**config.mk**
```make
export PLATFORM = sky130hd
export DESIGN_NAME = mem_arbiter
export DESIGN_NICKNAME = d
export VERILOG_FILES = /design/src/rtl/mem_arb_pkg.sv /design/src/rtl/mem_arbiter_line_fill_seq.sv /design/src/rtl/mem_arbiter.sv
export SDC_FILE = /design/constraint.sdc
export NUM_CORES = 1
export LEC_CHECK = 0
export ABC_CLOCK_PERIOD_IN_PS = 1990
export BUFFER_PORTS_ARGS = -buffer_cell sky130_fd_sc_hd__buf_4
export CORE_AREA = 5 5 74 76
export DETAILED_ROUTE_END_ITERATION = 16
export DIE_AREA = 0 0 79 81
export PLACE_DENSITY_LB_ADDON = 0.3
export SETUP_SLACK_MARGIN = 0.1
export SLEW_MARGIN = 10
export SYNTH_ARGS = -nofsm -noshare
export SYNTH_HDL_FRONTEND = slang
export SYNTH_SLANG_ARGS = --single-unit
```
**constraint.sdc**
```tcl
create_clock -name clk -period 1.99 [get_ports clk]
set_input_delay 0.398 -clock clk [delete_from_list [all_inputs] [get_ports clk]]
set_output_delay 0.398 -clock clk [all_outputs]
set_load 0.05 [all_outputs]
```
**src/rtl/mem_arb_pkg.sv**
```systemverilog
// mem_arb_pkg: shared sizes, state type and line-address helper for the memory arbiter
package mem_arb_pkg;
  localparam int LINE_WORDS = 8;
  localparam int WORD_BYTES = 2;
  localparam int ADDR_W = 16;
  localparam int DATA_W = 16;
  localparam int CNT_W = $clog2(LINE_WORDS) + 1;
  localparam int WORD_W = $clog2(LINE_WORDS);
  typedef enum logic [1:0] {IDLE, WRITE, FILL_I, FILL_D} state_t;
  function automatic logic [ADDR_W-1:0] line_base(input logic [ADDR_W-1:0] a);
    return a & ~ADDR_W'(LINE_WORDS * WORD_BYTES - 1);
  endfunction
endpackage

```
**src/rtl/mem_arbiter_line_fill_seq.sv**
```systemverilog
// line_fill_seq: issues the reads of one line fill and counts returned words until the line is complete
module line_fill_seq
  import mem_arb_pkg::*;
(
  input  logic              clk,
  input  logic              rst,
  input  logic              load,
  input  logic              active,
  input  logic              rvalid,
  input  logic [ADDR_W-1:0] addr,
  output logic              issue,
  output logic              we,
  output logic              done,
  output logic [ADDR_W-1:0] rd_addr,
  output logic [WORD_W-1:0] word
);
  logic [CNT_W-1:0] issue_cnt, recv_cnt;
  logic [ADDR_W-1:0] base;
  assign issue = active && issue_cnt < CNT_W'(LINE_WORDS);
  assign we = active && rvalid;
  // completion is taken on the last returned word, so done coincides with the final write strobe
  assign done = we && recv_cnt == CNT_W'(LINE_WORDS - 1);
  assign word = recv_cnt[WORD_W-1:0];
  assign rd_addr = base + ADDR_W'(issue_cnt) * ADDR_W'(WORD_BYTES);
  always_ff @(posedge clk) begin
    if (rst || done) begin
      issue_cnt <= '0;
      recv_cnt <= '0;
    end else begin
      issue_cnt <= issue_cnt + CNT_W'(issue);
      recv_cnt <= recv_cnt + CNT_W'(we);
    end
    if (rst) base <= '0;
    else if (load) base <= line_base(addr);
  end
endmodule

```
**src/rtl/mem_arbiter.sv**
```systemverilog
// mem_arbiter: arbitrates I/D line fills and D write-through stores onto the single memory port
module mem_arbiter
  import mem_arb_pkg::*;
(
  input  logic              clk,
  input  logic              rst,
  input  logic              i_miss,
  input  logic [ADDR_W-1:0] i_addr,
  input  logic              d_miss,
  input  logic [ADDR_W-1:0] d_addr,
  input  logic              d_wr,
  input  logic [ADDR_W-1:0] d_wr_addr,
  input  logic [DATA_W-1:0] d_wr_data,
  input  logic [DATA_W-1:0] mem_rdata,
  input  logic              mem_rvalid,
  output logic [ADDR_W-1:0] mem_addr,
  output logic [DATA_W-1:0] mem_wdata,
  output logic              mem_wr,
  output logic              mem_en,
  output logic [DATA_W-1:0] fill_data,
  output logic              i_busy,
  output logic              i_fill_we,
  output logic [WORD_W-1:0] i_fill_word,
  output logic              i_fill_done,
  output logic              d_busy,
  output logic              d_fill_we,
  output logic [WORD_W-1:0] d_fill_word,
  output logic              d_fill_done,
  output logic              d_wr_ack
);
  state_t state, state_n, cur;
  logic load, issue, we, done;
  logic [ADDR_W-1:0] rd_addr;
  logic [WORD_W-1:0] word;
  // outputs decode as IDLE while rst is held, so an abandoned fill never strobes a cache
  assign cur = rst ? IDLE : state;
  assign load = cur == IDLE && (state_n == FILL_I || state_n == FILL_D);
  always_ff @(posedge clk) state <= rst ? IDLE : state_n;
  always_comb begin
    state_n = state;
    state_n = state == IDLE ? (d_wr ? WRITE : d_miss ? FILL_D : i_miss ? FILL_I : IDLE) :
              state == WRITE ? IDLE : done ? IDLE : state;
  end
  line_fill_seq u_seq (
    .clk     (clk),
    .rst     (rst),
    .load    (load),
    .active  (cur == FILL_I || cur == FILL_D),
    .rvalid  (mem_rvalid),
    .addr    (state_n == FILL_D ? d_addr : i_addr),
    .issue   (issue),
    .we      (we),
    .done    (done),
    .rd_addr (rd_addr),
    .word    (word)
  );
  assign mem_wr = cur == WRITE;
  assign mem_en = mem_wr || issue;
  assign mem_addr = mem_wr ? d_wr_addr : issue ? rd_addr : '0;
  assign mem_wdata = mem_wr ? d_wr_data : '0;
  assign fill_data = we ? mem_rdata : '0;
  assign i_busy = cur == FILL_I;
  assign i_fill_we = we && i_busy;
  assign i_fill_word = i_fill_we ? word : '0;
  assign i_fill_done = done && i_busy;
  assign d_busy = cur == FILL_D || mem_wr;
  assign d_fill_we = we && cur == FILL_D;
  assign d_fill_word = d_fill_we ? word : '0;
  assign d_fill_done = done && cur == FILL_D;
  assign d_wr_ack = mem_wr;
endmodule

```
Word-level counts from Yosys, hierarchy flattened

Cells that the tools add are included.

Register bits after elaboration: 22
Bits of input ports: 86
Output and inout port bits: 63
Logic and storage cells: 44

Add/subtract/negate cells: 3
Order comparisons: 1
Eq/ne operators: 7
Mux-type cells: 14
Reductions and logical operators: 15

Operators by type and width:

| cell                 | count |
|---|---|
| $mux W16             | 5 |
| $add A16 B5 Y16      | 1 |
| $mux W2              | 7 |
| $add A4 B1 Y4        | 2 |
| $eq A2 B2 Y1 const B | 4 |
| $logic_and A1 B1 Y1  | 8 |
| $mux W3              | 2 |
| $logic_or A1 B1 Y1   | 5 |
| $eq A2 B1 Y1 const B | 2 |
| $eq A4 B3 Y1 const B | 1 |
| $logic_not A2 Y1     | 2 |
| $lt A4 B4 Y1 const B | 1 |

Longest topological paths before layout

Gate-level depths: netlist of run 1.

Word-level depth: 11
Gate-level depth with buffers: 8
Mapped depth without buffers: 6

Hierarchy

A second synthesis of run 1 with hierarchy kept.

Cell total of the unflattened synthesis: 244
Area, all modules: 1,944.4 um2

By module, submodules not included:

| module        | instances | cells each | area each (um2) | seq. area each (um2) |
|---|---|---|---|---|
| line_fill_seq | 1         | 108        | 1,041.0         | 400.4 |
| mem_arbiter   | 1         | 136        | 903.4           | 40.0 |

Least setup slack after synthesis of run 1

No wires, ideal clock.

Path kind: input-to-output
Start point: input port rst
End point: output port mem_wdata[10]
Data arrival time: 2.146 ns
Required time: 1.592 ns
Path slack: -0.554 ns
Stages on the path: 6
Path buffers: 3
Cells stage by stage: buf_6 nor2b_2 and2b_2 clkbuf_2 buf_2 and2_1

Cells in the longest elaborated chain, start to end: 3

RTL lines:

| what         | line              | RTL |
|---|---|---|
| from (decl)  | mem_arbiter.sv:6  | `input logic rst,` |
| $mux W2      | mem_arbiter.sv:36 | `assign cur = rst ? IDLE : state;` |
| $eq A2 B1 Y1 | mem_arbiter.sv:57 | `assign mem_wr = cur == WRITE;` |
| net d_wr_ack | mem_arbiter.sv:29 | `output logic d_wr_ack` |
| $mux W16     | mem_arbiter.sv:60 | `assign mem_wdata = mem_wr ? d_wr_data : '0;` |
| to (decl)    | mem_arbiter.sv:17 | `output logic [DATA_W-1:0] mem_wdata,` |

The timed path passes the listed nets, and every way through them passes these cells.

Worst setup path after layout of run 1

Start point: register u_seq.issue_cnt[3]
End point: output port mem_addr[11]

Cells in the longest elaborated chain, start to end: 4
Elaborated cells on any way between the ends: 5
Classes of those cells: 1 x add/sub; 1 x order compare; 2 x mux; 1 x reduce/logical

RTL lines:

| what                                                    | line                            | RTL |
|---|---|---|
| from (decl)                                             | mem_arbiter_line_fill_seq.sv:17 | `logic [CNT_W-1:0] issue_cnt, recv_cnt;` |
| from (signal assigned)                                  | mem_arbiter_line_fill_seq.sv:30 | `issue_cnt <= issue_cnt + CNT_W'(issue);` |
| branches (longest 2 deep; another with $add A16 B5 Y16) | --                              |  |
| $mux W16 (*) (2 in a row)                               | mem_arbiter.sv:59               | `assign mem_addr = mem_wr ? d_wr_addr : issue ? rd_addr : '0;` |
| to (decl)                                               | mem_arbiter.sv:16               | `output logic [ADDR_W-1:0] mem_addr,` |

Every way passes the cells marked *.

==> results of run 1 <==
[critical path: stages (launching register included)]
cell                      delay [ns]
sky130_fd_sc_hd__dfxtp_2        0.36
sky130_fd_sc_hd__ha_4           0.16
sky130_fd_sc_hd__buf_6          0.09
sky130_fd_sc_hd__nand4_1        0.17
sky130_fd_sc_hd__buf_4          0.21
sky130_fd_sc_hd__nor2_1         0.12
sky130_fd_sc_hd__xnor2_1        0.08
sky130_fd_sc_hd__a22o_2         0.24
sky130_fd_sc_hd__buf_6          0.15
[cells in the final DEF, fill, tap and decap left out, types with 6 or more instances in the layout]
cell type and count:
sky130_fd_sc_hd__buf_4 128, sky130_fd_sc_hd__xor2_1 7, sky130_fd_sc_hd__a22o_4 6, sky130_fd_sc_hd__a22o_2 8, sky130_fd_sc_hd__dfxtp_1 18, sky130_fd_sc_hd__xnor2_1 6, sky130_fd_sc_hd__nand3_1 6, sky130_fd_sc_hd__buf_8 16
sky130_fd_sc_hd__and2_4 17, sky130_fd_sc_hd__o2bb2ai_2 10, sky130_fd_sc_hd__nor2_1 12, sky130_fd_sc_hd__and2_1 23, sky130_fd_sc_hd__nor3_1 12, sky130_fd_sc_hd__buf_6 24, sky130_fd_sc_hd__o31ai_1 11
[flip-flops by register name (all words and copies together), names as in the netlist]
name and flops:
u_seq.recv_cnt 4, state 2, u_seq.base 12, u_seq.issue_cnt 4
[report_power, final]
group	leakage, nW	switching [W]	internal [W]
clock network	0.0216	0.000136	0.000135
registers	0.181	0.0000259	0.000468
logic	1.53	0.000374	0.000349
[final timing paths]
check                                      from                           to  slack [ns]
setup / recovery  u_seq.issue_cnt[3]$_SDFF_PP0_                 mem_addr[11]       -0.24
hold reg to reg     u_seq.base[14]$_SDFFE_PP0P_  u_seq.base[14]$_SDFFE_PP0P_        0.49
hold / removal                       i_addr[11]  u_seq.base[11]$_SDFFE_PP0P_        0.40
setup reg to reg            state[1]$_SDFF_PP0_   u_seq.base[4]$_SDFFE_PP0P_        0.27
[cell type report]
class	count	area, um^2	area share (%)
Timing Repair Buffer	171	1520	42.5
Inverter	4	20.0	0.559
Sequential cell	22	448	12.5
Clock buffer	3	41.3	1.15
Multi-Input combinational cell	167	1480	41.4
Tap cell	54	67.6	1.89
[routing by layer]
metal / GRT usage, % / vias to the layer above / share of wire, %
met5: 0 / - / 0
met4: 5.84 / 0 / 1.2
met3: 4.99 / 6 / 8.4
met2: 38.7 / 103 / 51
met1: 24.0 / 986 / 40
li1: - / 1059 / -
[cells by family (layout without fill, tap and decap cells)]
kind of cell             count (synthesis)  in the layout  share of synthesized area [%]
buffers and inverters                   21            178                           6.94
flip-flops                              22             22                           24.4
adder cells (fa/ha/maj)                  6              6                           4.17
AND/OR/NAND/NOR                        104            104                           34.4
XOR/XNOR                                14             14                           6.81
AO/OA/AOI/OAI                           42             42                           22.6
multiplexers                             1              1                          0.625
[cell usage after synthesis (all sizes together)]
library cell and count:
nand3b 1, or2 3, nor4b 1, and2 41, nor4 1, or3 1, buf 11, xor2 8
nand4 1, o2bb2ai 12, nand3 7, inv 4, nor2 17, ha 6, a21oi 3, clkbuf 6
a21boi 1, and2b 1, xnor2 6, nor2b 1, nor3 17, and4b 1, nand4b 1, mux2 1
or2b 1, a22o 14, o31ai 12, and3 4, nand2 5, dfxtp 22
[repair_timing]
| item | CTS | global route |
|---|---|---|
| cloned | 2 | 1 |
| endpoints found under the setup margin | 66 | 39 |
| resized for setup | 67 | 26 |
| buffers inserted | 6 | 3 |
| pin swaps | 13 | 8 |
[per-stage QoR]
| step | power, W | std cells |
|---|---|---|
| after floorplan | 0.000890 | 210 |
| after detailed placement | 0.00112 | 406 |
| after CTS | 0.00146 | 417 |
| final | 0.00149 | 421 |
| after global routing | 0.00155 | 421 |
| after global placement | 0.00111 | 406 |
==> metrics list, run 1 <==
- The run finished, with violations left.
* Violations in the final reports: negative setup slack
* Post-detailed-route count of antenna-violating nets: 0
- Quantity of I/O buffers inserted on ports: 140
* Total power per unit cell area: 415 mW/mm^2
- In this run the tightest slew margin relative to its limit is 50.9%.
* Antenna violations before repair: 0
- After synthesis, flip-flops and latches occupy 24.4% of the total area.
- At the pin with the least slew margin, the transition time is 0.736 ns.
- The longest clock path from root to sink contains 2 buffers.
- The worst setup path is captured at an output port.
- Area post-placement: 0.00306 mm^2
- Top-Level Pins: 149
- VDD sags by at most 0.000282 V.
- The die covers 0.00640 mm^2.
- In the finished design, the share of the clock period the worst path needs comes to 112%.
* Final-report setup violation count: 9
- After the first detailed-routing iteration, the DRC count stood at 52.
* Number of levels the H-tree was split into: 1
- Via count of the first global-routing pass: 2250
- Number of fill cells in the layout: 300
- Sorting the synthesized cells by area gives the leading types as sky130_fd_sc_hd__dfxtp_1, sky130_fd_sc_hd__and2_1, sky130_fd_sc_hd__o2bb2ai_2, sky130_fd_sc_hd__a22o_1, sky130_fd_sc_hd__o31ai_1.
- Data on the critical path arrives at its endpoint at 1.83 ns.
* Final sum of negative setup slack: -1.30 ns
- Die boundary width: 79 um
* Clk sink count: 22
* Mapped cell area: 0.00180 mm^2
* Relative area change from synthesis to final layout: 98.9%
- Buffers inserted during clock tree synthesis total 3.
* CORE AREA: 0.00466 mm^2
* Max Cap Viol: 0
* Achievable frequency: 449 MHz
* Overflow left after global routing: 0
* Number of stages on the worst hold path: 3
* Hold Crit Class: in -> reg
- Global-route wire length before repair: 10.7 mm
* Unrepaired setup endpoints after global routing: true
* Worst Skew: 0.00272 ns
- Hold violation total from the final report: 0
* CTS Hold Bufs: 0
- Gate count after technology mapping: 210
- The top cell type by area accounts for 24.4% of the synthesized area.
- Routed length per instance: 16.8 um
- Antenna diode count: 0
* Worst hold slack across all endpoints: 0.399 ns
* CP max FO: 3
* Die H: 81 um
* Clock tree from TritonCTS: built
- Initial DRT Pass Iterations: 4
* Startpoint class of the critical path: flop
* Synth cell types: 40
- Type of the worst setup path: reg -> out
- Cells with a size suffix above 1 make up 67.6% of the layout.
* Buffer type at the clock tree root: sky130_fd_sc_hd__clkbuf_8
* Aggregate routed wire length: 7.08 mm
* Max Transition Viols Final: 0
- Detailed placement finished with a half-perimeter wire length of 5.09 mm.
- For this design the static power due to leakage is 1.73 nW.
* Ratio of routed vias to standard cells: 5.12
- After layout, the minimum clock period comes to 2.23 ns.
- Required arrival time at the worst endpoint: 1.59 ns
* Count of warnings emitted by yosys: 0
* Total GRT Usage: 21.0%
- Via count: 2154
- Clock-pin slew was measured on the worst setup and hold paths at 0.07 ns.
- In the final design database the tool counted 461 nets.
- At the placement stage, the worst setup path has a slack of -0.100 ns.
- Post-synth net total: 302
- The synthesized design spends more area on one cell type than any other, namely sky130_fd_sc_hd__dfxtp_1.
- Cell area after layout: 0.00358 mm^2
- Core utilization of the finished layout: 76.9%
- Once the floorplan was initialized, standard cells occupied 38.7% of the core.
- Setup slack on the critical path of the routed design comes to -0.238 ns.
* Post-Synthesis Mean Instance Area: 8.58 um^2
* Maximum number of pins on one net before global-route repair: 24
- Routability-driven placement finished with a final weighted congestion of 0.767.
- After synthesis the netlist holds a flip-flop and latch count of 22.
- Cell depth of the worst flop-to-flop path: 5
* Insertion delay of the later-clocked pin in the worst-skew pair: 0.26 ns
- After detailed routing, the number of remaining DRC violations is 0.
* Standard-cell row count: 25
No activity file was read; power rests on OpenSTA's default activity.
==> inputs of run 2 (changes only) <==
==> constraint.sdc (replaced) <==
create_clock -name clk -period 1.99 [get_ports clk]
set_input_delay 0.4975 -clock clk [delete_from_list [all_inputs] [get_ports clk]]
set_output_delay 0.4975 -clock clk [all_outputs]
set_load 0.05 [all_outputs]
==> run 2 against run 1 <==
The flow still finishes with violations (negative setup slack). Final area up 19%. Clock skew about the same. Sequential share of layout area down 2.0 points. Die area unchanged. Via count up 18%. Core utilization up 15 points. Final cell count up 4.5%. Sequential power up 2%. Flip-flop and latch count unchanged.
==> metrics list, run 2 (synthesis gave the netlist of run 1 again) <==
- The global-route wire length before repair came to 12.2 mm (was 10.7 mm).
- Register bank with the most flops: u_seq.base (unchanged)
- Antenna violations before repair: 0 (unchanged)
- Initial DRT Pass Iterations: 5 (was 4)
* Core utilization of the finished layout: 91.7% (was 76.9%)
- The source of the worst hold timing path was i_addr[15] (was i_addr[11]).
- The startpoint of the most critical register-to-register path is state[1]$_SDFF_PP0_ (unchanged).
* Post-detailed-route count of antenna-violating nets: 0 (unchanged)
- Number of stages on the worst hold path: 3 (unchanged)
* Maximum number of pins on one net before global-route repair: 24 (unchanged)
- Hold Crit Class: in -> reg (unchanged)
- Run status: finished, violations left (unchanged).
- Unrepaired setup endpoints after global routing: true (unchanged)
* Standard-cell row count: 25 (unchanged)
* Residual DRC count: 0 (unchanged)
* Die boundary width: 79 um (unchanged)
* Global-route track usage on met2: 44.7% (was 38.7%)
- Quantity of I/O buffers inserted on ports: 140 (unchanged)
- The terminus of the critical flop-to-flop path is u_seq.base[11]$_SDFFE_PP0P_ (was u_seq.base[4]$_SDFFE_PP0P_).
- Type of the worst setup path: reg -> out (unchanged)
- The violation count after the first detailed-route iteration was 173 (was 52).
- The total track usage came to 23.9% (was 21.0%).
- Routability congestion estimate from global placement: 0.766 (was 0.767)
- The worst-case setup slack after placement came to -0.165 ns (was -0.100 ns).
- The max capacitance violation total is 0 (unchanged).
* Top-Level Pins: 149 (unchanged)
- Capturing element type of the critical path: output port (unchanged)
* Global routing's busiest layer: met2 (unchanged)
* Hold violation total from the final report: 0 (unchanged)
- Buffer type at the clock tree root: sky130_fd_sc_hd__clkbuf_8 (unchanged)
* Worst Skew: 0.00277 ns (was 0.00272 ns)
- Routed length per instance: 24.1 um (was 16.8 um)
- The relative max-transition margin was 52.2% (was 50.9%).
- Clk sink count: 22 (unchanged)
* Achievable frequency: 425 MHz (was 449 MHz)
* Transition at the pin with the smallest max-transition slack: 0.716 ns (was 0.736 ns)
* Max Transition Viols Final: 0 (unchanged)
- The required time at the endpoint of the critical path is 1.49 ns (was 1.59 ns).
* Fraction of the cycle the final worst path needs: 118% (was 112%)
- The die outline area is 0.00640 mm^2 (unchanged).
* Fraction of final layout cells with drive strength greater than 1: 77.5% (was 67.6%)
- Via count: 2550 (was 2154)
* Post-detailed-placement half-perimeter wirelength: 5.25 mm (was 5.09 mm)
* Commonest non-fill, non-tap cells in the layout: sky130_fd_sc_hd__buf_4, sky130_fd_sc_hd__buf_8, sky130_fd_sc_hd__and2_4 (was sky130_fd_sc_hd__buf_4, sky130_fd_sc_hd__buf_6, sky130_fd_sc_hd__and2_1)
- Final-report setup violation count: 35 (was 9)
- The vias per cell came to 5.80 (was 5.12).
* Antenna diode count: 0 (unchanged)
- The met1 track utilization from global routing came to 27.9% (was 24.0%).
- The sort of element at the start of the critical path is a flop (unchanged).
- Violations in the final reports: negative setup slack (unchanged)
* Number of buffers inserted during clock tree synthesis: 3 (unchanged)
- Net count of the finished layout: 480 (was 461)
* Number of levels the H-tree was split into: 1 (unchanged)
- Endpoint, Worst Hold: u_seq.base[15]$_SDFFE_PP0P_ (was u_seq.base[11]$_SDFFE_PP0P_)
- Most common cell after layout, fill and taps aside: sky130_fd_sc_hd__buf_4 (unchanged)
* CORE AREA: 0.00466 mm^2 (unchanged)
- Via count of the first global-routing pass: 2433 (was 2250)
- Clock tree from TritonCTS: built (unchanged)
- Clock slew at the register clock pins of the worst setup and hold paths: 0.08 ns (was 0.07 ns)
* Relative area change from synthesis to final layout: 137% (was 98.9%)
- The clock latency on the worst-skew pair was 0.26 ns (about the same).
- The initial cell density of the core was 38.7% (unchanged).
- CP max FO: 4 (was 3)
* Largest registers ranked by flip-flop count: u_seq.base (12), u_seq.issue_cnt (4), u_seq.recv_cnt (4) (unchanged)
- The aggregate global routing overflow is 0 (unchanged).
- The ratio of total power to cell area came to 391 mW/mm^2 (was 415 mW/mm^2).
- The number of flip-flops in the largest register came to 12 (unchanged).
- The worst reg-to-reg setup slack is 0.14 ns (was 0.27 ns).
- Aggregate routed wire length: 10.6 mm (was 7.08 mm)
* Met3 global-route usage: 3.99% (was 4.99%)
- Maximum vdd drop: 0.000349 V (was 0.000282 V)
* Die H: 81 um (unchanged)
- The worst endpoint data arrival time is 1.85 ns (was 1.83 ns).
- The worst-case clock buffer depth is 2 (unchanged).
- Minimum clock period: 2.35 ns (was 2.23 ns)
- The depth of the worst register-to-register path is 8 (was 5).
- The leakage power is 2.04 nW (was 1.73 nW).
- Minimum setup slack in the final design: -0.360 ns (was -0.238 ns)
* Worst hold slack across all endpoints: 0.506 ns (was 0.399 ns)
## run 2: cell count changes in the layout (fill, tap and decap cells not counted), moves of 7 or more
cell / before / now
sky130_fd_sc_hd__buf_8: 16 / 52
sky130_fd_sc_hd__and2_1: 23 / 4
sky130_fd_sc_hd__and2_4: 17 / 36
sky130_fd_sc_hd__buf_4: 128 / 113
sky130_fd_sc_hd__buf_6: 24 / 12
sky130_fd_sc_hd__a22o_2: 8 / 1
sky130_fd_sc_hd__a22o_4: 6 / 13
sky130_fd_sc_hd__buf_12: 1 / 8
## run 2: report_power, final
| group | internal (W) | total, W | switching, W |
|---|---|---|---|
| sequential | 0.000469 | 0.000501 | 0.0000328 |
| clock | 0.000135 | 0.000283 | 0.000148 |
| combinational | 0.000439 | 0.000888 | 0.000448 |
| total | 0.00104 | 0.00167 | 0.000629 |
## run 2: what timing repair did
item	4_1_cts	5_1_grt
pin swaps	16	28
gates cloned	3	3
buffers inserted	6	11
hold buffers	0	0
setup endpoints to repair	60	53
gates resized for setup	102	78
## run 2: critical path: stages, from the launching register on
cell	delay (ns)
sky130_fd_sc_hd__dfxtp_2	0.36
sky130_fd_sc_hd__ha_4	0.16
sky130_fd_sc_hd__nand4_1	0.23
sky130_fd_sc_hd__buf_4	0.24
sky130_fd_sc_hd__nor2_4	0.07
sky130_fd_sc_hd__xor2_1	0.22
sky130_fd_sc_hd__a22o_4	0.16
sky130_fd_sc_hd__buf_8	0.14
## run 2: metal layers
metal,vias to the layer above,share of wire [%]
met4,0,4.3
met2,198,50
met1,1205,36
li1,1101,-
met5,-,0
met3,46,10
## run 2: final cells by class
| class | instances | area [um^2] |
|---|---|---|
| Inverter | 4 | 27.5 |
| Clock buffer | 3 | 41.3 |
| Tap cell | 54 | 67.6 |
| Timing Repair Buffer | 188 | 2010 |
| Timing Repair inverter | 2 | 13.8 |
| Multi-Input combinational cell | 167 | 1670 |
| Fill cell | 154 | 385 |
| Sequential cell | 22 | 449 |
## run 2: how the worst max path moves through the flow
stage | startpoint | to | slack, ns | depth (start not counted)
final | u_seq.issue_cnt[3]$_SDFF_PP0_ | mem_addr[9] | -0.36 | 7
after floorplan | rst | mem_wdata[10] | -0.15 | 6
after CTS | u_seq.issue_cnt[3]$_SDFF_PP0_ | mem_addr[11] | -0.24 | 7
after detailed placement | u_seq.base[4]$_SDFFE_PP0P_ | mem_addr[14] | -0.16 | 7
after global placement | u_seq.base[4]$_SDFFE_PP0P_ | mem_addr[12] | -0.12 | 7
after global routing | u_seq.issue_cnt[3]$_SDFF_PP0_ | mem_addr[9] | -0.45 | 7
## run 2: per-stage QoR
| step | instances | setup TNS, ns | area, um^2 | total power (W) |
|---|---|---|---|---|
| 6_report | 440 | -4.69 | 4280 | 0.00167 |
| 2_1_floorplan | 210 | -4.57 | 2100 | 0.000918 |
| 3_5_place_dp | 415 | -2.07 | 3300 | 0.00117 |
| 5_1_grt | 440 | -6.29 | 4280 | 0.00173 |
| 4_1_cts | 427 | -2.06 | 3880 | 0.00155 |
| 3_3_place_gp | 415 | -1.38 | 3300 | 0.00116 |
